<file path="src/rtl/div_pkg.sv">
// Shared definitions for the multi-cycle DIV/MOD unit: state encoding and width defaults.
// No logic lives here.
package div_pkg;

  localparam logic [1:0] S_IDLE = 2'd0;
  localparam logic [1:0] S_RUN  = 2'd1;
  localparam logic [1:0] S_DONE = 2'd2;

  localparam int DIV_WIDTH = 8;

  // Divide-by-zero quotient is all ones at any width; replicate this fill bit.
  localparam logic DBZ_QUOT_FILL = 1'b1;

  typedef enum logic [1:0] {
    ST_IDLE = S_IDLE,
    ST_RUN  = S_RUN,
    ST_DONE = S_DONE
  } state_t;

endpackage

</file>
<file path="src/rtl/ripple_borrow_subtractor.sv">
// Combinational A-B as a ripple chain of full-subtractor cells; zero latency.
// No backpressure: pure combinational, borrow_out high when A < B.
module ripple_borrow_subtractor #(
  parameter int WIDTH = 9
) (
  input  logic [WIDTH-1:0] a,
  input  logic [WIDTH-1:0] b,
  output logic [WIDTH-1:0] diff,
  output logic             borrow_out
);

  logic [WIDTH:0] bw;

  assign bw[0] = 1'b0;

  for (genvar i = 0; i < WIDTH; i++) begin : g_cell
    assign diff[i]  = a[i] ^ b[i] ^ bw[i];
    assign bw[i+1]  = (~a[i] & b[i]) | (~(a[i] ^ b[i]) & bw[i]);
  end

  assign borrow_out = bw[WIDTH];

endmodule

</file>
<file path="src/rtl/restoring_divider_8bit.sv">
// Restoring shift-subtract divider, one quotient bit per clock; done WIDTH+1 edges after start (1 edge on /0).
// start is only sampled in IDLE, ignored while busy or done. SIGNED_DIV_EN selects two's-complement operands.
module restoring_divider_8bit
  import div_pkg::*;
#(
  parameter int WIDTH = DIV_WIDTH
) (
  input  logic             clk,
  input  logic             rst_n,
  input  logic             start,
  input  logic [WIDTH-1:0] dividend,
  input  logic [WIDTH-1:0] divisor,
  output logic             busy,
  output logic             done,
  output logic [WIDTH-1:0] quotient,
  output logic [WIDTH-1:0] remainder,
  output logic             div_by_zero
);

  localparam int CW = (WIDTH > 2) ? $clog2(WIDTH) : 1;
  localparam logic [CW-1:0]    CNT_LAST = CW'(WIDTH - 1);
  localparam logic [CW-1:0]    CNT_ONE  = CW'(1);
  localparam logic [WIDTH-1:0] ONE      = WIDTH'(1);

  state_t           state_q, state_d;
  logic [WIDTH:0]   p_q, p_d;
  logic [WIDTH-1:0] q_q, q_d;
  logic [WIDTH-1:0] d_q, d_d;
  logic [CW-1:0]    cnt_q, cnt_d;
  logic             fin_q, fin_d;
  logic             zero_q, zero_d;
  logic [WIDTH-1:0] quot_q, quot_d;
  logic [WIDTH-1:0] rem_q, rem_d;
  logic             dbz_q, dbz_d;
  logic             busy_q, busy_d;
  logic             done_q, done_d;
`ifdef SIGNED_DIV_EN
  logic             q_neg_q, q_neg_d;
  logic             r_neg_q, r_neg_d;
`endif

  logic [2*WIDTH:0] pq_sh;
  logic [WIDTH:0]   p_sh;
  logic [WIDTH-1:0] q_sh;
  logic [WIDTH:0]   t_diff;
  logic             t_borrow;

  assign pq_sh = {p_q, q_q} << 1;
  assign p_sh  = pq_sh[2*WIDTH:WIDTH];
  assign q_sh  = pq_sh[WIDTH-1:0];

  ripple_borrow_subtractor #(
    .WIDTH (WIDTH + 1)
  ) u_sub (
    .a          (p_sh),
    .b          ({1'b0, d_q}),
    .diff       (t_diff),
    .borrow_out (t_borrow)
  );

  always_comb begin
    state_d = state_q;
    p_d     = p_q;
    q_d     = q_q;
    d_d     = d_q;
    cnt_d   = cnt_q;
    fin_d   = fin_q;
    zero_d  = zero_q;
    quot_d  = quot_q;
    rem_d   = rem_q;
    dbz_d   = dbz_q;
    busy_d  = busy_q;
    done_d  = 1'b0;
`ifdef SIGNED_DIV_EN
    q_neg_d = q_neg_q;
    r_neg_d = r_neg_q;
`endif

    unique case (state_q)
      ST_IDLE: begin
        busy_d = 1'b0;
        if (start) begin
          busy_d  = 1'b1;
          dbz_d   = 1'b0;
          zero_d  = (divisor == '0);
          // A zero divisor skips the iterations but still takes the finalize cycle.
          fin_d   = (divisor == '0);
          p_d     = '0;
          cnt_d   = '0;
          state_d = ST_RUN;
`ifdef SIGNED_DIV_EN
          d_d     = divisor[WIDTH-1] ? (~divisor + ONE) : divisor;
          q_d     = (divisor == '0) ? dividend
                  : (dividend[WIDTH-1] ? (~dividend + ONE) : dividend);
          q_neg_d = (divisor != '0) && (dividend[WIDTH-1] ^ divisor[WIDTH-1]);
          r_neg_d = (divisor != '0) && dividend[WIDTH-1];
`else
          d_d     = divisor;
          q_d     = dividend;
`endif
        end
      end

      ST_RUN: begin
        if (fin_q) begin
          state_d = ST_DONE;
          done_d  = 1'b1;
          dbz_d   = zero_q;
          fin_d   = 1'b0;
          if (zero_q) begin
            quot_d = {WIDTH{DBZ_QUOT_FILL}};
            rem_d  = q_q;
          end else begin
`ifdef SIGNED_DIV_EN
            quot_d = q_neg_q ? (~q_q + ONE) : q_q;
            rem_d  = r_neg_q ? (~p_q[WIDTH-1:0] + ONE) : p_q[WIDTH-1:0];
`else
            quot_d = q_q;
            rem_d  = p_q[WIDTH-1:0];
`endif
          end
        end else begin
          p_d = t_borrow ? p_sh : t_diff;
          q_d = {q_sh[WIDTH-1:1], ~t_borrow};
          if (cnt_q == CNT_LAST) begin
            cnt_d = '0;
            fin_d = 1'b1;
          end else begin
            cnt_d = cnt_q + CNT_ONE;
          end
        end
      end

      ST_DONE: begin
        state_d = ST_IDLE;
        busy_d  = 1'b0;
      end

      default: begin
        state_d = ST_IDLE;
        busy_d  = 1'b0;
      end
    endcase
  end

  always_ff @(posedge clk) begin
    if (!rst_n) begin
      state_q <= ST_IDLE;
      p_q     <= '0;
      q_q     <= '0;
      d_q     <= '0;
      cnt_q   <= '0;
      fin_q   <= 1'b0;
      zero_q  <= 1'b0;
      quot_q  <= '0;
      rem_q   <= '0;
      dbz_q   <= 1'b0;
      busy_q  <= 1'b0;
      done_q  <= 1'b0;
`ifdef SIGNED_DIV_EN
      q_neg_q <= 1'b0;
      r_neg_q <= 1'b0;
`endif
    end else begin
      state_q <= state_d;
      p_q     <= p_d;
      q_q     <= q_d;
      d_q     <= d_d;
      cnt_q   <= cnt_d;
      fin_q   <= fin_d;
      zero_q  <= zero_d;
      quot_q  <= quot_d;
      rem_q   <= rem_d;
      dbz_q   <= dbz_d;
      busy_q  <= busy_d;
      done_q  <= done_d;
`ifdef SIGNED_DIV_EN
      q_neg_q <= q_neg_d;
      r_neg_q <= r_neg_d;
`endif
    end
  end

  assign busy        = busy_q;
  assign done        = done_q;
  assign quotient    = quot_q;
  assign remainder   = rem_q;
  assign div_by_zero = dbz_q;

endmodule

</file>
<file path="config.mk">
export PLATFORM = sky130hd
export DESIGN_NAME = restoring_divider_8bit
export DESIGN_NICKNAME = d
export VERILOG_FILES = /design/src/rtl/div_pkg.sv /design/src/rtl/ripple_borrow_subtractor.sv /design/src/rtl/restoring_divider_8bit.sv
export SDC_FILE = /design/constraint.sdc
export NUM_CORES = 1
export LEC_CHECK = 0
export CORE_MARGIN = 1.5
export CORE_UTILIZATION = 52
export CTS_CLUSTER_SIZE = 16
export DETAILED_ROUTE_END_ITERATION = 7
export DONT_BUFFER_PORTS = 1
export GPL_ROUTABILITY_DRIVEN = 0
export PLACE_DENSITY = 0.68
export SLEW_MARGIN = 20
export SYNTH_ARGS = -nofsm -noshare
export SYNTH_HDL_FRONTEND = slang
export SYNTH_SLANG_ARGS = --single-unit
</file>
<file path="constraint.sdc">
create_clock -name clk -period 5.4 [get_ports clk]
set_clock_uncertainty 0.1 [all_clocks]
set_input_delay 0.27 -clock clk [delete_from_list [all_inputs] [get_ports clk]]
set_output_delay 0.27 -clock clk [all_outputs]
set_load 0.1 [all_outputs]
</file>
After elaboration in Yosys (flattened, before gate mapping)

Index checks and enable logic that the tools add are counted.

Bits in registers: 50
Bits of input ports: 19
Output and inout port bits: 19
Logic and storage cells: 109

$add $sub $neg: 1
Equal/unequal tests: 5
Multiplexer cells: 26
Bitwise gates (word level): 55
Reductions and logical operators: 10

Operators with widths:

| operator                                                               | count |
|---|---|
| 8-bit 2-to-1 mux                                                       | 7 |
| 8-bit case mux with 2 select lines                                     | 2 |
| 1-bit NOT                                                              | 17 |
| 1-bit bitwise AND                                                      | 16 |
| 1-bit XOR                                                              | 15 |
| 2-bit AND reduction                                                    | 5 |
| 3-bit 2-to-1 mux                                                       | 3 |
| 8-bit logical NOT                                                      | 1 |
| 1-bit 2-to-1 mux                                                       | 7 |
| 1-bit OR                                                               | 7 |
| 2-bit != test (second input constant)                                  | 3 |
| 1-bit case mux with 2 select lines                                     | 3 |
| 3-bit case mux with 2 select lines                                     | 1 |
| 3-bit AND reduction                                                    | 2 |
| 2-bit 2-to-1 mux                                                       | 2 |
| 2-bit case mux with 2 select lines                                     | 1 |
| 3-bit by 1-bit adder with 3-bit output (second input constant)         | 1 |
| 3-bit equality test (second input constant)                            | 1 |
| 2-bit by 1-bit equality test with 1-bit output (second input constant) | 1 |
| 2-bit logical NOT                                                      | 1 |
| 2-bit nonzero test                                                     | 1 |

Longest topological paths before layout

Depth in word-level cells: 20
Depth in mapped cells: 13
Depth with buffers taken out: 12

By module

From an unflattened synthesis, not the netlist that was laid out.

Cells, all modules: 267
Area total of the unflattened synthesis: 2322.2 µm²

By module, submodules not included:

| module                   | times used | cells each | area an instance (µm²) | seq. area each (µm²) |
|---|---|---|---|---|
| restoring_divider_8bit   | 1          | 238        | 2074.5                 | 1001.0 |
| ripple_borrow_subtractor | 1          | 29         | 247.7                  | 0.0 |

Worst setup path after synthesis

Ideal clock, no wire load.

Kind: flip-flop to flip-flop
From: reg q_q[7]
To: reg p_q[4]
Library setup time: 0.132 ns
Arrival time: 3.847 ns
Required time: 5.168 ns
Slack: 1.321 ns
Stages on the path, launching flop included: 14
Clock period less this slack: 4.079 ns
Cell sequence: dfxtp_1 inv_1 ha_1 fa_1 fa_1 fa_1 fa_1 fa_1 fa_1 fa_1 nand2b_1 buf_1 a211o_1 a21oi_1

Word-level cells in the longest chain between the ends: 20

Ends and longest elaborated chain:

| item                                 | line                           | source |
|---|---|---|
| start, declared                      | restoring_divider_8bit.sv:27   | `logic [WIDTH-1:0] q_q, q_d;` |
| start signal, assigned               | restoring_divider_8bit.sv:167  | `q_q <= q_d;` |
| 1-bit NOT *                          | ripple_borrow_subtractor.sv:18 | `assign bw[i+1] = (~a[i] & b[i]) \| (~(a[i] ^ b[i]) & bw[i]);` |
| 1-bit bitwise AND * (2 in a row)     | ripple_borrow_subtractor.sv:18 |  |
| 1-bit OR *                           | ripple_borrow_subtractor.sv:18 |  |
| 1-bit bitwise AND *                  | ripple_borrow_subtractor.sv:18 |  |
| 1-bit OR *                           | ripple_borrow_subtractor.sv:18 |  |
| 1-bit bitwise AND *                  | ripple_borrow_subtractor.sv:18 |  |
| 1-bit OR *                           | ripple_borrow_subtractor.sv:18 |  |
| 1-bit bitwise AND                    | ripple_borrow_subtractor.sv:18 |  |
| (+3 left out)                        | -                              |  |
| 1-bit bitwise AND                    | ripple_borrow_subtractor.sv:18 |  |
| 1-bit OR                             | ripple_borrow_subtractor.sv:18 |  |
| 1-bit bitwise AND                    | ripple_borrow_subtractor.sv:18 |  |
| 1-bit OR                             | ripple_borrow_subtractor.sv:18 |  |
| 1-bit bitwise AND                    | ripple_borrow_subtractor.sv:18 |  |
| 8-bit 2-to-1 mux *                   | restoring_divider_8bit.sv:123  | `p_d = t_borrow ? p_sh : t_diff;` |
| 8-bit 2-to-1 mux *                   | restoring_divider_8bit.sv:105  | `if (fin_q) begin` |
| 8-bit case mux with 2 select lines * | restoring_divider_8bit.sv:79   | `unique case (state_q)` |
| end signal, assigned                 | restoring_divider_8bit.sv:166  | `p_q <= p_d;` |
| end, declared                        | restoring_divider_8bit.sv:26   | `logic [WIDTH:0] p_q, p_d;` |

Every way passes the cells marked *; elsewhere a longest branch is shown, timed or not. The select of a mux whose other input is x is not followed.
A chain may end at the register's enable or synchronous reset.

Worst setup path after layout

From: reg q_q[7]
To: reg p_q[3]

Word-level cells in the longest chain between the ends: 20

Ends and longest elaborated chain:

| item                                 | line |
|---|---|
| 1-bit NOT *                          | ripple_borrow_subtractor.sv:18 |
| 1-bit bitwise AND * (2 in a row)     | ripple_borrow_subtractor.sv:18 |
| 1-bit OR *                           | ripple_borrow_subtractor.sv:18 |
| 1-bit bitwise AND *                  | ripple_borrow_subtractor.sv:18 |
| 1-bit OR *                           | ripple_borrow_subtractor.sv:18 |
| 1-bit bitwise AND                    | ripple_borrow_subtractor.sv:18 |
| 1-bit OR                             | ripple_borrow_subtractor.sv:18 |
| 1-bit bitwise AND                    | ripple_borrow_subtractor.sv:18 |
| (+3 left out)                        | - |
| 1-bit bitwise AND                    | ripple_borrow_subtractor.sv:18 |
| 1-bit OR                             | ripple_borrow_subtractor.sv:18 |
| 1-bit bitwise AND                    | ripple_borrow_subtractor.sv:18 |
| 1-bit OR                             | ripple_borrow_subtractor.sv:18 |
| 1-bit bitwise AND                    | ripple_borrow_subtractor.sv:18 |
| 8-bit 2-to-1 mux *                   | restoring_divider_8bit.sv:123 |
| 8-bit 2-to-1 mux *                   | restoring_divider_8bit.sv:105 |
| 8-bit case mux with 2 select lines * | restoring_divider_8bit.sv:79 |

Marks and branches as above.

==> flow_metrics.tcl <==
set metrics [dict create \
    post_cts_buffers 0 \
    r2r-start "q_q[7]" \
    first_pass_iters 4 \
    synth_cell_types 34 \
    cts_root_buf "clkbuf_8" \
    reg2reg_to "p_q[3]" \
    die_h_um 70.0 \
    crit_slowest_cell "fa_1" \
    h-tree-depth 2 \
    fmax_mhz 230 \
    core_area_um2 4320 \
    setup_violations 0 \
    hold_path.class "input port to register" \
    crit_start "q_q[7]" \
    synth.ff_latch_count 50 \
    clk_latency_ns 0.31 \
    synth_edf_count 0 \
    numPortBuffers 0 \
    yosysMostFrequentCell "dfxtp_1" \
    viasPerCell 5.84 \
    period_minus_slack_ns 4.35 \
    hold_buffers 9 \
    ys.flop_type "dfxtp_1" \
    clockBufferDepth 2 \
    fp.dieW_um 70.0 \
    cts_sinks 50 \
    fin_crit_sh_pct 80.6 \
    synth_top_area_share_pct 42.9 \
    seqCellArea_um2 1000 \
    cp.required_ns 5.48 \
    drive_gt1_share_pct 5.41 \
    cpMostUsedCell "fa_1" \
    routed_wl_um 4900 \
    grt_pass1_vias 1740 \
    ff2ff_path_depth 12 \
    grt_max_degree 48 \
    critPathKind "register to register" \
    num_io_pins 38 \
    cap_viol_max_count 0 \
    cp_data_arrival_time_ns 4.43 \
    dp_hpwl_um 3250 \
    end_kind "register" \
    relSlewSlack_pct 34.5 \
    vias 1816 \
    synth_commonest_cells "50 x dfxtp_1, 34 x nand2_1, 26 x nor2_1, 23 x a21oi_1, 16 x a211oi_1" \
    synth_top_cell_by_area "dfxtp_1" \
    critPathMaxStageDelay_ns 0.52 \
    worstPathCellList "inv_1 > ha_1 > fa_1 > fa_1 > fa_1 > fa_1 > fa_1 > fa_1 > fa_1 > nand2b_1 > a211o_1 > a21oi_1" \
    ant_nets 0 \
    hold_violations 0 \
    postCtsResizedCells 0 \
    syn_nets 294 \
    final_core_util_pct 57.4 \
    final.fill_count 427 \
    die_area_um2 4900 \
    start_util_pct 54.0 \
    drc 0 \
    cts_made_buffers 5 \
    overflow 0 \
    rsz0062_at_grt "no" \
    drt_iter0_markers 165 \
    nets 287 \
    grtUsageTotal_pct 21.1 \
    synth_area_leaders "dfxtp_1 43%, fa_1 6.0%, nand2_1 5.5%" \
    power_density_nw_per_um2 337 \
    multi_input_area_um2 1190 \
    postSynthCellCount 265 \
    drv_slew 0 \
    synth_warnings 0 \
    finalSetupTns_ns 0 \
    synth_area_per_cell_um2 8.81 \
    clkSlewWorstSetupHoldPaths_ns 0.09 \
    syn-cell-area_um2 2330 \
    routedWlPerCell_um 15.8 \
    syn_to_final_growth_pct 6.38 \
    grt_pass1_wl_um 8320 \
    antenna_found_initial 0 \
    cts_tree "done" \
    synthArstFlopShare_pct 0 \
    num_antenna_cells 0 \
    worst_pin_slew_ns 0.982 \
    yosysSeqAreaShare_pct 42.9 \
    reg2reg_slack_ns 1.05 \
    ir_worst_vdd_mv 0.130 \
    row_count 24 \
    worstPathMaxFanout 10 \
    start_kind "register" \
    p_leak_nw 0.825 \
    status "completed" \
    endpoint "p_q[3]" \
]
==> kinds of logic after synthesis <==
logic type               after synthesis  synth area share (%)
flip-flops                            50                  42.9
adder cells (fa/ha/maj)               10                  7.61
multiplexers                           8                  3.43
AO/OA/AOI/OAI                         59                  17.3
AND/OR/NAND/NOR                      105                  22.4
buffers and inverters                 33                  6.43
==> flip-flops by register name, summed over array words and instances (netlist names) <==
name / flops
busy: 1
cnt_q: 3
d_q: 8
div_by_zero: 1
done: 1
fin_q: 1
p_q: 8
q_q: 8
quotient: 8
remainder: 8
state_q: 2
zero_q: 1
==> placed cells by master (no fill, tap or decap), types with 3 or more instances in the layout <==
cell           count
nand3_1           13
nor3_1             7
a311oi_1           7
a211o_1            8
a211oi_1          16
nor2_1            26
a21oi_1           23
ha_1               3
nand2_1           34
nor3b_1            8
dlygate4sd3_1      9
fa_1               7
mux2i_1            8
inv_1              9
dfxtp_1           50
clkbuf_8           6
==> per-layer routing <==
layer  vias to the layer above  wire (um)  track usage, %
met5                         -          0               0
met4                         0         53            6.84
met3                         5        245            5.77
met2                        45       2290            32.8
met1                       852       2320            28.6
li1                        914          -               -
==> critical path, delay by kind of cell (launching register included) <==
kind	cells	cell delay, ns
simple gates	1	0.32
buf+inv	1	0.06
flops	1	0.42
compound gates	2	0.25
fa+ha+maj	8	3.08
==> metrics by stage <==
step	total power [mW]	hold WS, ns	worst slack [ns]	area (um^2)	instances
floorplan	0.581	0.292	1.32	2330	265
global placement	0.609	0.293	1.18	2290	294
detailed placement	0.610	0.295	1.10	2290	294
CTS	0.841	0.0166	1.09	2480	311
global route	0.880	0.0319	0.872	2480	311
finish	0.836	0.0202	1.05	2480	311
==> report_power, final <==
part           internal [mW]  switching (mW)  total [mW]
sequential             0.393          0.0614       0.454
combinational         0.0684          0.0858       0.154
clock                  0.103           0.125       0.228
==> layout make-up <==
class / instances / area share, %
Sequential cell: 50 / 40.3
Clock buffer: 6 / 3.32
Tap cell: 52 / 2.62
Inverter: 9 / 1.36
Timing Repair Buffer: 10 / 3.93
Clock inverter: 2 / 0.504
Multi-Input combinational cell: 182 / 48.0
==> worst min-delay path by stage <==
stage          slack [ns]  cells past startpoint         end        start
6_report             0.02                      2      q_q[2]  dividend[2]
5_1_grt              0.03                      2      q_q[6]  dividend[6]
4_1_cts              0.02                      2      q_q[2]  dividend[2]
3_5_place_dp         0.29                      1        done        rst_n
3_3_place_gp         0.29                      1  state_q[1]        rst_n
2_1_floorplan        0.29                      1        done        rst_n
(Power assumes the default switching activity.)
